**config.mk**
```make
export PLATFORM = sky130hd
export DESIGN_NAME = alu_op_sequencer
export DESIGN_NICKNAME = d
export VERILOG_FILES = /design/src/rtl/alu_op_sequencer_pkg.sv /design/src/rtl/alu_op_sequencer_decode.sv /design/src/rtl/alu_op_sequencer.sv
export SDC_FILE = /design/constraint.sdc
export NUM_CORES = 1
export LEC_CHECK = 0
export ABC_CLOCK_PERIOD_IN_PS = 4000
export BUFFER_PORTS_ARGS = -buffer_cell sky130_fd_sc_hd__buf_2
export CELL_PAD_IN_SITES_DETAIL_PLACEMENT = 1
export CELL_PAD_IN_SITES_GLOBAL_PLACEMENT = 1
export CORE_MARGIN = 3
export CORE_UTILIZATION = 40
export CTS_CLUSTER_SIZE = 14
export DETAILED_ROUTE_END_ITERATION = 16
export PLACE_DENSITY = 0.94
export REMOVE_ABC_BUFFERS = 1
export SETUP_SLACK_MARGIN = 0.2
export SYNTH_ARGS = -nofsm -noshare
export SYNTH_HDL_FRONTEND = slang
export SYNTH_HIERARCHICAL = 1
export SYNTH_SLANG_ARGS = --single-unit
```
**constraint.sdc**
```tcl
create_clock -name iClk -period 4 [get_ports iClk]
set_input_delay 0.2 -clock iClk [delete_from_list [all_inputs] [get_ports iClk]]
set_output_delay 0.2 -clock iClk [all_outputs]
set_load 0.01 [all_outputs]
```
**src/rtl/alu_op_sequencer_pkg.sv**
```systemverilog
`default_nettype none
// +----------------------------------------------------------------------------+
// | ControlTypeDefs : shared instruction/ALU-control types for the execute    |
// |                   stage decoder and op sequencer.                          |
// | Revision        : 1.0                                                      |
// +----------------------------------------------------------------------------+
package ControlTypeDefs;

  typedef enum logic [2:0] {
    REG_COMPUTATION = 3'd0,
    IMM_COMPUTATION = 3'd1,
    LOAD            = 3'd2,
    STORE           = 3'd3,
    BRANCH          = 3'd4,
    JUMP            = 3'd5,
    UPPER           = 3'd6,
    TYPE_RESERVED   = 3'd7
  } InstructionTypes;

  // One subtype field shared by R, I, upper and M forms; meaning depends on type.
  typedef logic [3:0] InstructionSubTypes;

  localparam InstructionSubTypes R_ADD  = 4'd0;
  localparam InstructionSubTypes R_SUB  = 4'd1;
  localparam InstructionSubTypes R_SLL  = 4'd2;
  localparam InstructionSubTypes R_SLT  = 4'd3;
  localparam InstructionSubTypes R_SLTU = 4'd4;
  localparam InstructionSubTypes R_XOR  = 4'd5;
  localparam InstructionSubTypes R_SRL  = 4'd6;
  localparam InstructionSubTypes R_SRA  = 4'd7;
  localparam InstructionSubTypes R_OR   = 4'd8;
  localparam InstructionSubTypes R_AND  = 4'd9;
  localparam InstructionSubTypes I_ADDI = 4'd0;

  localparam InstructionSubTypes LOAD_UPPER_IMM = 4'd0;
  localparam InstructionSubTypes ADD_UPPER_PC   = 4'd1;

  localparam InstructionSubTypes M_MUL    = 4'd0;
  localparam InstructionSubTypes M_MULH   = 4'd1;
  localparam InstructionSubTypes M_MULHSU = 4'd2;
  localparam InstructionSubTypes M_MULHU  = 4'd3;
  localparam InstructionSubTypes M_DIV    = 4'd4;
  localparam InstructionSubTypes M_DIVU   = 4'd5;
  localparam InstructionSubTypes M_REM    = 4'd6;
  localparam InstructionSubTypes M_REMU   = 4'd7;

  typedef enum logic [1:0] {
    CLASS_R    = 2'd0,
    CLASS_I    = 2'd1,
    CLASS_M    = 2'd2,
    CLASS_NULL = 2'd3
  } AluClass;

  typedef struct packed {
    AluClass    opClass;
    logic [3:0] code;
  } AluOp;

  localparam AluOp NULL    = '{opClass: CLASS_NULL, code: 4'hF};
  localparam AluOp IMM_ADD = '{opClass: CLASS_I,    code: I_ADDI};
  localparam AluOp SUB     = '{opClass: CLASS_R,    code: R_SUB};
  localparam AluOp NULL_I  = '{opClass: CLASS_I,    code: 4'hF};

  typedef enum logic [1:0] {
    UNIT_ALU  = 2'd0,
    UNIT_MUL  = 2'd1,
    UNIT_DIV  = 2'd2,
    UNIT_NONE = 2'd3
  } AluUnit;

  typedef enum logic [0:0] {
    IDLE = 1'b0,
    EXEC = 1'b1
  } SeqState;

  function automatic logic isLongUnit(input AluUnit unit);
    return (unit == UNIT_MUL) || (unit == UNIT_DIV);
  endfunction

endpackage
`default_nettype wire

```
**src/rtl/alu_op_sequencer_decode.sv**
```systemverilog
`default_nettype none
// +----------------------------------------------------------------------------+
// | alu_op_decode : combinational instruction type/subtype to ALU op and      |
// |                 functional-unit decode table.                              |
// | Revision      : 1.0                                                        |
// +----------------------------------------------------------------------------+
module alu_op_decode
  import ControlTypeDefs::*;
(
  input  InstructionTypes    iInstructionType,
  input  InstructionSubTypes iInstructionSubType,
  input  logic               iMulDiv,
  output AluOp               oAluCtrl,
  output AluUnit             oUnit,
  output logic               oIllegal
);

  always_comb begin
    oAluCtrl = NULL;
    oUnit    = UNIT_NONE;
    oIllegal = 1'b0;
    case (iInstructionType)
      REG_COMPUTATION: begin
        if (iMulDiv) begin
          // M ops use the low three subtype bits; bit 2 splits multiply from divide.
          oAluCtrl = '{opClass: CLASS_M, code: {1'b0, iInstructionSubType[2:0]}};
          oUnit    = iInstructionSubType[2] ? UNIT_DIV : UNIT_MUL;
        end else begin
          oAluCtrl = '{opClass: CLASS_R, code: iInstructionSubType};
          oUnit    = UNIT_ALU;
        end
      end
      IMM_COMPUTATION: begin
        oAluCtrl = '{opClass: CLASS_I, code: iInstructionSubType};
        oUnit    = UNIT_ALU;
      end
      LOAD, STORE, JUMP: begin
        oAluCtrl = IMM_ADD;
        oUnit    = UNIT_ALU;
      end
      BRANCH: begin
        oAluCtrl = SUB;
        oUnit    = UNIT_ALU;
      end
      UPPER: begin
        oAluCtrl = (iInstructionSubType == LOAD_UPPER_IMM) ? IMM_ADD : NULL_I;
        oUnit    = UNIT_ALU;
      end
      default: begin
        oAluCtrl = NULL;
        oUnit    = UNIT_NONE;
        oIllegal = 1'b1;
      end
    endcase
  end

endmodule
`default_nettype wire

```
**src/rtl/alu_op_sequencer.sv**
```systemverilog
`default_nettype none
// +----------------------------------------------------------------------------+
// | alu_op_sequencer : registered, handshaked ALU-control sequencer; holds     |
// |                    MUL/DIV ops for their latency while back-pressuring.   |
// |                    Optional EXEC-cycle counter: ALU_OP_SEQ_PERF_EN.        |
// | Revision         : 1.0                                                     |
// +----------------------------------------------------------------------------+
module alu_op_sequencer
  import ControlTypeDefs::*;
#(
  parameter int MUL_LAT = 3,
  parameter int DIV_LAT = 32,
  parameter int CNT_W   = $clog2((((MUL_LAT > DIV_LAT) ? MUL_LAT : DIV_LAT) > 2)
                                 ? ((MUL_LAT > DIV_LAT) ? MUL_LAT : DIV_LAT) : 2)
)(
  input  logic               iClk,
  input  logic               iRstN,
  input  logic               iFlush,
  input  logic               iValid,
  output logic               oReady,
  input  InstructionTypes    iInstructionType,
  input  InstructionSubTypes iInstructionSubType,
  input  logic               iMulDiv,
  output logic               oValid,
  input  logic               iReady,
  output AluOp               oAluCtrl,
  output AluUnit             oUnit,
  output logic               oIllegal,
  output logic               oBusy,
  output logic [31:0]        oStallCycles
);

  localparam logic [CNT_W-1:0] cMulLoad = CNT_W'((MUL_LAT > 1) ? MUL_LAT - 2 : 0);
  localparam logic [CNT_W-1:0] cDivLoad = CNT_W'((DIV_LAT > 1) ? DIV_LAT - 2 : 0);

  AluOp             wDecCtrl;
  AluUnit           wDecUnit;
  logic             wDecIllegal;
  logic             wDecMulti;
  logic             wReady;
  logic             wAccept;

  SeqState          rState,    stateNext;
  logic [CNT_W-1:0] rCnt,      cntNext;
  logic             rValid,    validNext;
  AluOp             rAluCtrl,  ctrlNext;
  AluUnit           rUnit,     unitNext;
  logic             rIllegal,  illNext;
  AluOp             rPendCtrl, pendCtrlNext;
  AluUnit           rPendUnit, pendUnitNext;

  alu_op_decode uDecode (
    .iInstructionType    (iInstructionType),
    .iInstructionSubType (iInstructionSubType),
    .iMulDiv             (iMulDiv),
    .oAluCtrl            (wDecCtrl),
    .oUnit               (wDecUnit),
    .oIllegal            (wDecIllegal)
  );

  assign wReady    = (rState == IDLE) && (!rValid || iReady);
  assign wAccept   = iValid && wReady && !iFlush;
  assign wDecMulti = isLongUnit(wDecUnit) &&
                     ((wDecUnit == UNIT_DIV) ? (DIV_LAT > 1) : (MUL_LAT > 1));

  always_comb begin
    stateNext    = rState;
    cntNext      = rCnt;
    validNext    = rValid;
    ctrlNext     = rAluCtrl;
    unitNext     = rUnit;
    illNext      = rIllegal;
    pendCtrlNext = rPendCtrl;
    pendUnitNext = rPendUnit;
    if (iReady) validNext = 1'b0;
    case (rState)
      IDLE: begin
        if (wAccept) begin
          if (wDecMulti) begin
            // Counter runs LAT-2 .. 0 so the result lands exactly LAT cycles after accept.
            stateNext    = EXEC;
            cntNext      = (wDecUnit == UNIT_DIV) ? cDivLoad : cMulLoad;
            pendCtrlNext = wDecCtrl;
            pendUnitNext = wDecUnit;
          end else begin
            validNext = 1'b1;
            ctrlNext  = wDecCtrl;
            unitNext  = wDecUnit;
            illNext   = wDecIllegal;
          end
        end
      end
      EXEC: begin
        if (rCnt != '0) begin
          cntNext = rCnt - CNT_W'(1);
        end else begin
          stateNext = IDLE;
          validNext = 1'b1;
          ctrlNext  = rPendCtrl;
          unitNext  = rPendUnit;
          illNext   = 1'b0;
        end
      end
      default: stateNext = IDLE;
    endcase
    if (iFlush) begin
      stateNext = IDLE;
      cntNext   = '0;
      validNext = 1'b0;
    end
  end

  always_ff @(posedge iClk or negedge iRstN) begin
    if (!iRstN) begin
      rState    <= IDLE;
      rCnt      <= '0;
      rValid    <= 1'b0;
      rAluCtrl  <= NULL;
      rUnit     <= UNIT_NONE;
      rIllegal  <= 1'b0;
      rPendCtrl <= NULL;
      rPendUnit <= UNIT_NONE;
    end else begin
      rState    <= stateNext;
      rCnt      <= cntNext;
      rValid    <= validNext;
      rAluCtrl  <= ctrlNext;
      rUnit     <= unitNext;
      rIllegal  <= illNext;
      rPendCtrl <= pendCtrlNext;
      rPendUnit <= pendUnitNext;
    end
  end

  assign oReady   = wReady;
  assign oValid   = rValid;
  assign oAluCtrl = rAluCtrl;
  assign oUnit    = rUnit;
  assign oIllegal = rIllegal;
  assign oBusy    = (rState == EXEC);

`ifdef ALU_OP_SEQ_PERF_EN
  logic [31:0] rStallCycles;

  always_ff @(posedge iClk or negedge iRstN) begin
    if (!iRstN) begin
      rStallCycles <= '0;
    end else if ((rState == EXEC) && (rStallCycles != 32'hFFFF_FFFF)) begin
      rStallCycles <= rStallCycles + 32'd1;
    end
  end

  assign oStallCycles = rStallCycles;
`else
  assign oStallCycles = 32'd0;
`endif

endmodule
`default_nettype wire

```
==> impl_metrics.json, run 1 <==
{
  "clock_insertion_delay_worst_skew_ns": 0.26,
  "clockPowerShare_pct": 24.1,
  "x_dimension_of_the_die_um": 68.8,
  "rsz0062_at_grt": "no",
  "setup-violations-final": 0,
  "ant_nets": 0,
  "post_cts_resized": 0,
  "worst_min_delay_path_class": "input pin to flop",
  "groute.usage.overall_pct": 13.4,
  "final.setup_skew_ns": 0.00414,
  "htree_levels": 1,
  "initial_utilization_pct": 42.1,
  "n_fill_cell": 446,
  "synth-edff-count": 0,
  "place_congestion": 0.776,
  "die_y_um": 68.8,
  "mappedNetlistArea_um2": 1580,
  "place.detailed.instances": 212,
  "sequentialPowerShare_pct": 51.4,
  "power.density_cell_area_nw_per_um2": 403,
  "highest_achievable_clock_rate_mhz": 417,
  "end_kind": "flop",
  "drtIter0Drc": 30,
  "via_density": 4.74,
  "switching_share_pct": 27.4,
  "start_kind": "input pin",
  "critical_path_data_required_time_ns": 4.19,
  "timing.setup.tns_ns": 0,
  "regToRegSetupSlack_ns": 1.97,
  "ys_dominant_reg_cell": "dfstp_2",
  "port-buffer-count": 24,
  "timing_max_transition_violations_final": 0,
  "core-area_um2": 3740,
  "clock_sink_count": 24,
  "dp_hpwl_um": 2220,
  "final_min_period_over_clock_period_pct": 60.0,
  "syn_to_final_growth_pct": 5.79,
  "clock_path_buffers": 2,
  "synth_cell_type_count": 40,
  "path_max_fanout": 8,
  "comb_power_share_pct": 24.6,
  "vias_in_the_first_global_route": 1061,
  "clock-root-buffer": "clkbuf_8",
  "core_rows": 22,
  "grt_max_degree": 25,
  "worst_ir_drop_vdd_uv": 171,
  "count_of_yosys_warnings_during_synthesis": 6,
  "grt_antenna_before_repair": 0,
  "layoutNonFillerInstCount": 217,
  "finalWirelength_um": 2880,
  "grt_pass1_wl_um": 4750,
  "hold_viol_final": 0,
  "max-slew-margin-rel_pct": 48.9,
  "cts_tree": "built",
  "final_layout_size_suffix_gt1_share_pct": 43.2,
  "drt_pre_antenna_iters": 4,
  "transition_at_the_pin_with_the_smallest_max_transition_slack_ns": 0.766,
  "numCtsBuffers": 3,
  "synthesis.instances": 145,
  "timing.max_cap.violations": 0,
  "n_antenna_cell": 0,
  "dieArea_um2": 4730,
  "ys_async_sr_fraction_pct": 100,
  "result_of_the_run": "finished, final reports clean",
  "p_int_uw": 487,
  "synth.ff_latch_count": 24,
  "synthesis.area_per_instance_um2": 10.9,
  "final_nets": 185,
  "power.switching_uw": 184,
  "synth-seq-area-share_pct": 39.4,
  "cell_leakage_power_nw": 0.786,
  "avgRoutedWirePerCell_um": 13.3,
  "grt-ovfl-total": 0,
  "route.detailed.drc": 0,
  "worstPathArrival_ns": 2.59,
  "via_count": 1029,
  "design_power_total_uw": 672,
  "layout_min_cycle_time_ns": 2.40,
  "io-pin-count": 57,
  "clk_pin_slew_ns": 0.08,
  "crit_path_class": "input pin to flop"
}
[layout make-up]
cell class	count	area [um^2]	area share, %
inverters	7	26.3	1.58
multi-input cells	109	776	46.5
repair buffers	25	130	7.80
well taps	48	60.1	3.60
clock buffers	4	55.1	3.30
flip-flops and latches	24	621	37.2
[final timing paths]
kind | start | to | cells after the start
setup / recovery | iInstructionType[0] | rPendCtrl[3] | 8
hold reg to reg | oIllegal | oIllegal | 2
max in group asynchronous | iRstN | rPendCtrl[4] | 2
setup reg to reg | oBusy | rPendCtrl[3] | 4
hold / removal | iFlush | rCnt[1] | 2
min in group asynchronous | iRstN | rCnt[0] | 2
[state kept, by name, summed over array words and instances (netlist names)]
name and flops:
oAluCtrl 6, oBusy 1, oIllegal 1, oUnit 2, oValid 1, rCnt 5
rPendCtrl 6, rPendUnit 2
[metrics by stage]
stage          util [%]  hold WS [ns]  worst slack [ns]  instance area (um^2)
2_1_floorplan         -       -0.0956              1.83                  1420
6_report           44.6         0.228              1.60                  1670
3_5_place_dp       42.8         0.224              1.36                  1600
3_3_place_gp       42.8         0.215              1.50                  1600
4_1_cts            44.6         0.226              1.64                  1670
5_1_grt            44.6         0.239              1.49                  1670
[worst max-delay path, stage by stage]
cell	delay, ns
buf_2	0.12
nand2b_1	0.16
o31ai_1	0.38
a21boi_0	0.31
inv_1	0.09
ha_1	0.37
nor3_2	0.55
mux2_2	0.41
[logic make-up after synthesis]
group                    count (synthesis)  share of synthesized area, %
adder cells (fa/ha/maj)                  2                          1.59
AND/OR/NAND/NOR                         28                          11.3
flip-flops                              24                          39.4
XOR/XNOR                                 2                          1.11
multiplexers                            25                          17.7
other                                    1                         0.238
AO/OA/AOI/OAI                           20                          9.84
buffers and inverters                   43                          18.8
[Yosys cell counts (3+ instances only)]
cell      count  area (um^2)
buf_4        32          240
mux2_2       23          259
dfstp_2      16          420
dfrtp_1       8          200
inv_1         7         26.3
nor2_1        6         22.5
nand2b_1      4         25.0
a31oi_1       3         18.8
nand2_1       3         11.3
[cells in the final DEF, fill, tap and decap left out, types with 2 or more instances in the layout]
cell	count
nand3b_1	2
o31ai_1	2
a21o_1	2
xnor2_1	2
mux2_2	23
a21oi_1	2
o21ai_0	2
nand2b_1	4
clkbuf_8	4
nand3_1	2
nand2_1	3
a31oi_1	3
ha_1	2
dfrtp_1	8
nor2_1	6
buf_2	24
dfstp_2	16
nor2b_1	2
inv_1	7
mux2i_1	2
conb_1	32
[power by group through the flow]
| stage | clock (mW) | combinational [mW] | sequential, mW |
|---|---|---|---|
| finish | 0.162 | 0.165 | 0.345 |
| global route | 0.182 | 0.184 | 0.354 |
| CTS | 0.172 | 0.167 | 0.346 |
| detailed placement | 0 | 0.166 | 0.350 |
| global placement | 0 | 0.161 | 0.347 |
| floorplan | 0 | 0.102 | 0.355 |
[routing by layer]
layer	vias up	part of all wire [%]	GRT usage (%)
met3	2	5.3	2.43
met4	0	0.28	3.65
met5	-	0	0
met1	508	43	16.0
li1	488	-	-
met2	31	51	24.4
[what timing repair did]
item,4_1_cts,5_1_grt
endpoints found under the hold margin,8,0
hold buffers,1,0
setup buffers,0,0
(Power assumes the default switching activity.)
==> run 2: changes to the inputs <==
ABC_CLOCK_PERIOD_IN_PS = 2400   (was 4000)
CORE_UTILIZATION = 37   (was 40)
PLACE_DENSITY = 0.89   (was 0.94)
clock period = 2.4 ns   (was 4 ns; I/O delays follow)
==> run 2 against run 1 <==
Net effect: setup slack lost 1.2 ns; critical path depth grew 2; clock-buffer cell count shrank 1; core utilization shrank 2.4 points; die area grew 7.4%; cell count grew 2.3%; clock power grew 120%; register-to-register slack lost 1.4 ns; sequential power grew 66%; clock skew shrank 0.00053 ns; flip-flop and latch count is the same; via count grew 1.9%; critical endpoint is now rCnt[1].
==> impl_metrics.json, run 2 (synthesized netlist as in run 1, its figures left out) <==
{
  "cts.hold.buffers_added": 1,
  "die_y_um": 71.3,
  "final.setup_skew_ns": 0.00361,
  "timing.setup.tns_ns": 0,
  "highest_achievable_clock_rate_mhz": 496,
  "max-slew-margin-rel_pct": 64.9,
  "start_kind": "input pin",
  "critical_path_data_required_time_ns": 2.58,
  "x_dimension_of_the_die_um": 71.3,
  "core_rows": 23,
  "clk_pin_slew_ns": 0.08,
  "final_core_occ_pct": 42.1,
  "grt_max_degree": 25,
  "reg2regPathDepth": 6,
  "clock-root-buffer": "clkbuf_8",
  "io-pin-count": 57,
  "drtIter0Drc": 41,
  "rsz0062_at_grt": "no",
  "grt_pass1_wl_um": 4720,
  "core-area_um2": 4060,
  "final_cell_area_um2": 1710,
  "layout_common_cells": "conb_1 (32), buf_2 (24), mux2_2 (23)",
  "r2r_start": "rCnt[0]",
  "hold_viol_final": 0,
  "postLayoutSetupSlackWorst_ns": 0.386,
  "initial_utilization_pct": 38.9,
  "drt_pre_antenna_iters": 4,
  "reg2reg_to": "oUnit[0]",
  "numCtsBuffers": 3,
  "worstPathArrival_ns": 2.19,
  "syn_to_final_growth_pct": 8.41,
  "cell_leakage_power_nw": 0.809,
  "dp_hpwl_um": 2370,
  "placed_area_um2": 1630,
  "grt-ovfl-total": 0,
  "post_cts_buffers": 0,
  "cp_slowest_cell": "ha_1",
  "timing.max_cap.violations": 0,
  "htree_levels": 1,
  "transition_at_the_pin_with_the_smallest_max_transition_slack_ns": 0.527,
  "finalWirelength_um": 3000,
  "clock_insertion_delay_worst_skew_ns": 0.27,
  "layout_min_cycle_time_ns": 2.01,
  "n_antenna_cell": 0,
  "timing_max_transition_violations_final": 0,
  "path_max_fanout": 7,
  "worst_ir_drop_vdd_uv": 300,
  "avgRoutedWirePerCell_um": 13.5,
  "clock_sink_count": 24,
  "grt_antenna_before_repair": 0,
  "dp_slack_ns": 0.0817,
  "setup-violations-final": 0,
  "final_nets": 188,
  "timing.critical_path.mode_cell": "inv_1",
  "timing.critical_path.from": "iInstructionType[0]",
  "max_stage_delay_ns": 0.37,
  "power.density_cell_area_nw_per_um2": 705,
  "vias_in_the_first_global_route": 1014,
  "worst-path-buf-inv": 3,
  "via_count": 1049,
  "crit_path_class": "input pin to flop",
  "final_min_period_over_clock_period_pct": 83.9,
  "ant_nets": 0,
  "post_cts_resized": 0,
  "layout.cells.most_common": "conb_1",
  "route.detailed.drc": 0,
  "groute.usage.overall_pct": 11.8,
  "min_path_cells": 2,
  "timing.critical_path.depth": 10,
  "end_kind": "flop",
  "regToRegSetupSlack_ns": 0.53,
  "port-buffer-count": 24,
  "dieArea_um2": 5080,
  "path_cells": "buf_2 > nand2b_1 > o31ai_1 > a21boi_0 > inv_1 > ha_1 > inv_1 > a32o_1 > nor2_1 > a311oi_2",
  "cts_tree": "built",
  "worst_min_delay_path_class": "input pin to flop",
  "clock_path_buffers": 2,
  "place_congestion": 0.754,
  "via_density": 4.73,
  "result_of_the_run": "finished, final reports clean",
  "final_layout_size_suffix_gt1_share_pct": 44.2,
  "cp-endpoint": "rCnt[1]",
  "worst_path_dominant_cell_family": "compound AO/OA/AOI/OAI gates"
}
run 2: cell type report:
type	instances	area (um^2)
clock buffer	3	41.3
clock inverter	1	30.0
fill	482	2350
inverter	7	26.3
multi-input combinational	109	776
sequential	24	621
tap	50	62.6
timing repair buffer	28	153
run 2: worst min path at each step:
stage | start | to | slack (ns)
after global routing | iFlush | rCnt[1] | 0.15
after CTS | iFlush | rCnt[1] | 0.14
final | iFlush | rCnt[1] | 0.15
after floorplan | iRstN | oBusy | -0.18
after global placement | iRstN | rCnt[3] | 0.13
after detailed placement | iRstN | rCnt[3] | 0.13
run 2: worst reg2reg max path, stage by stage, from the launching register on:
cell and delay (ns):
dfrtp_1 0.43, inv_1 0.07, ha_1 0.19, nor3b_1 0.33, nand3b_1 0.19, nand2_2 0.22, mux2_2 0.37
run 2: metal layers:
layer	up-vias	global-route usage, %	wire (um)
met5	-	0	0
met3	5	2.10	148
met1	517	14.4	1200
met2	27	20.5	1610
li1	500	-	-
met4	0	5.01	47
run 2: power by group:
part	switching (mW)	internal, mW	total (mW)
registers	0.0398	0.532	0.571
clock network	0.131	0.223	0.354
logic	0.143	0.137	0.279
total	0.313	0.892	1.21
run 2: stage by stage:
step	power [mW]	std cells	hold slack, ns
final	1.21	222	0.146
after global routing	1.28	222	0.148
after CTS	1.22	222	0.138
after detailed placement	0.863	217	0.129
after global placement	0.851	217	0.126
after floorplan	0.762	140	-0.176
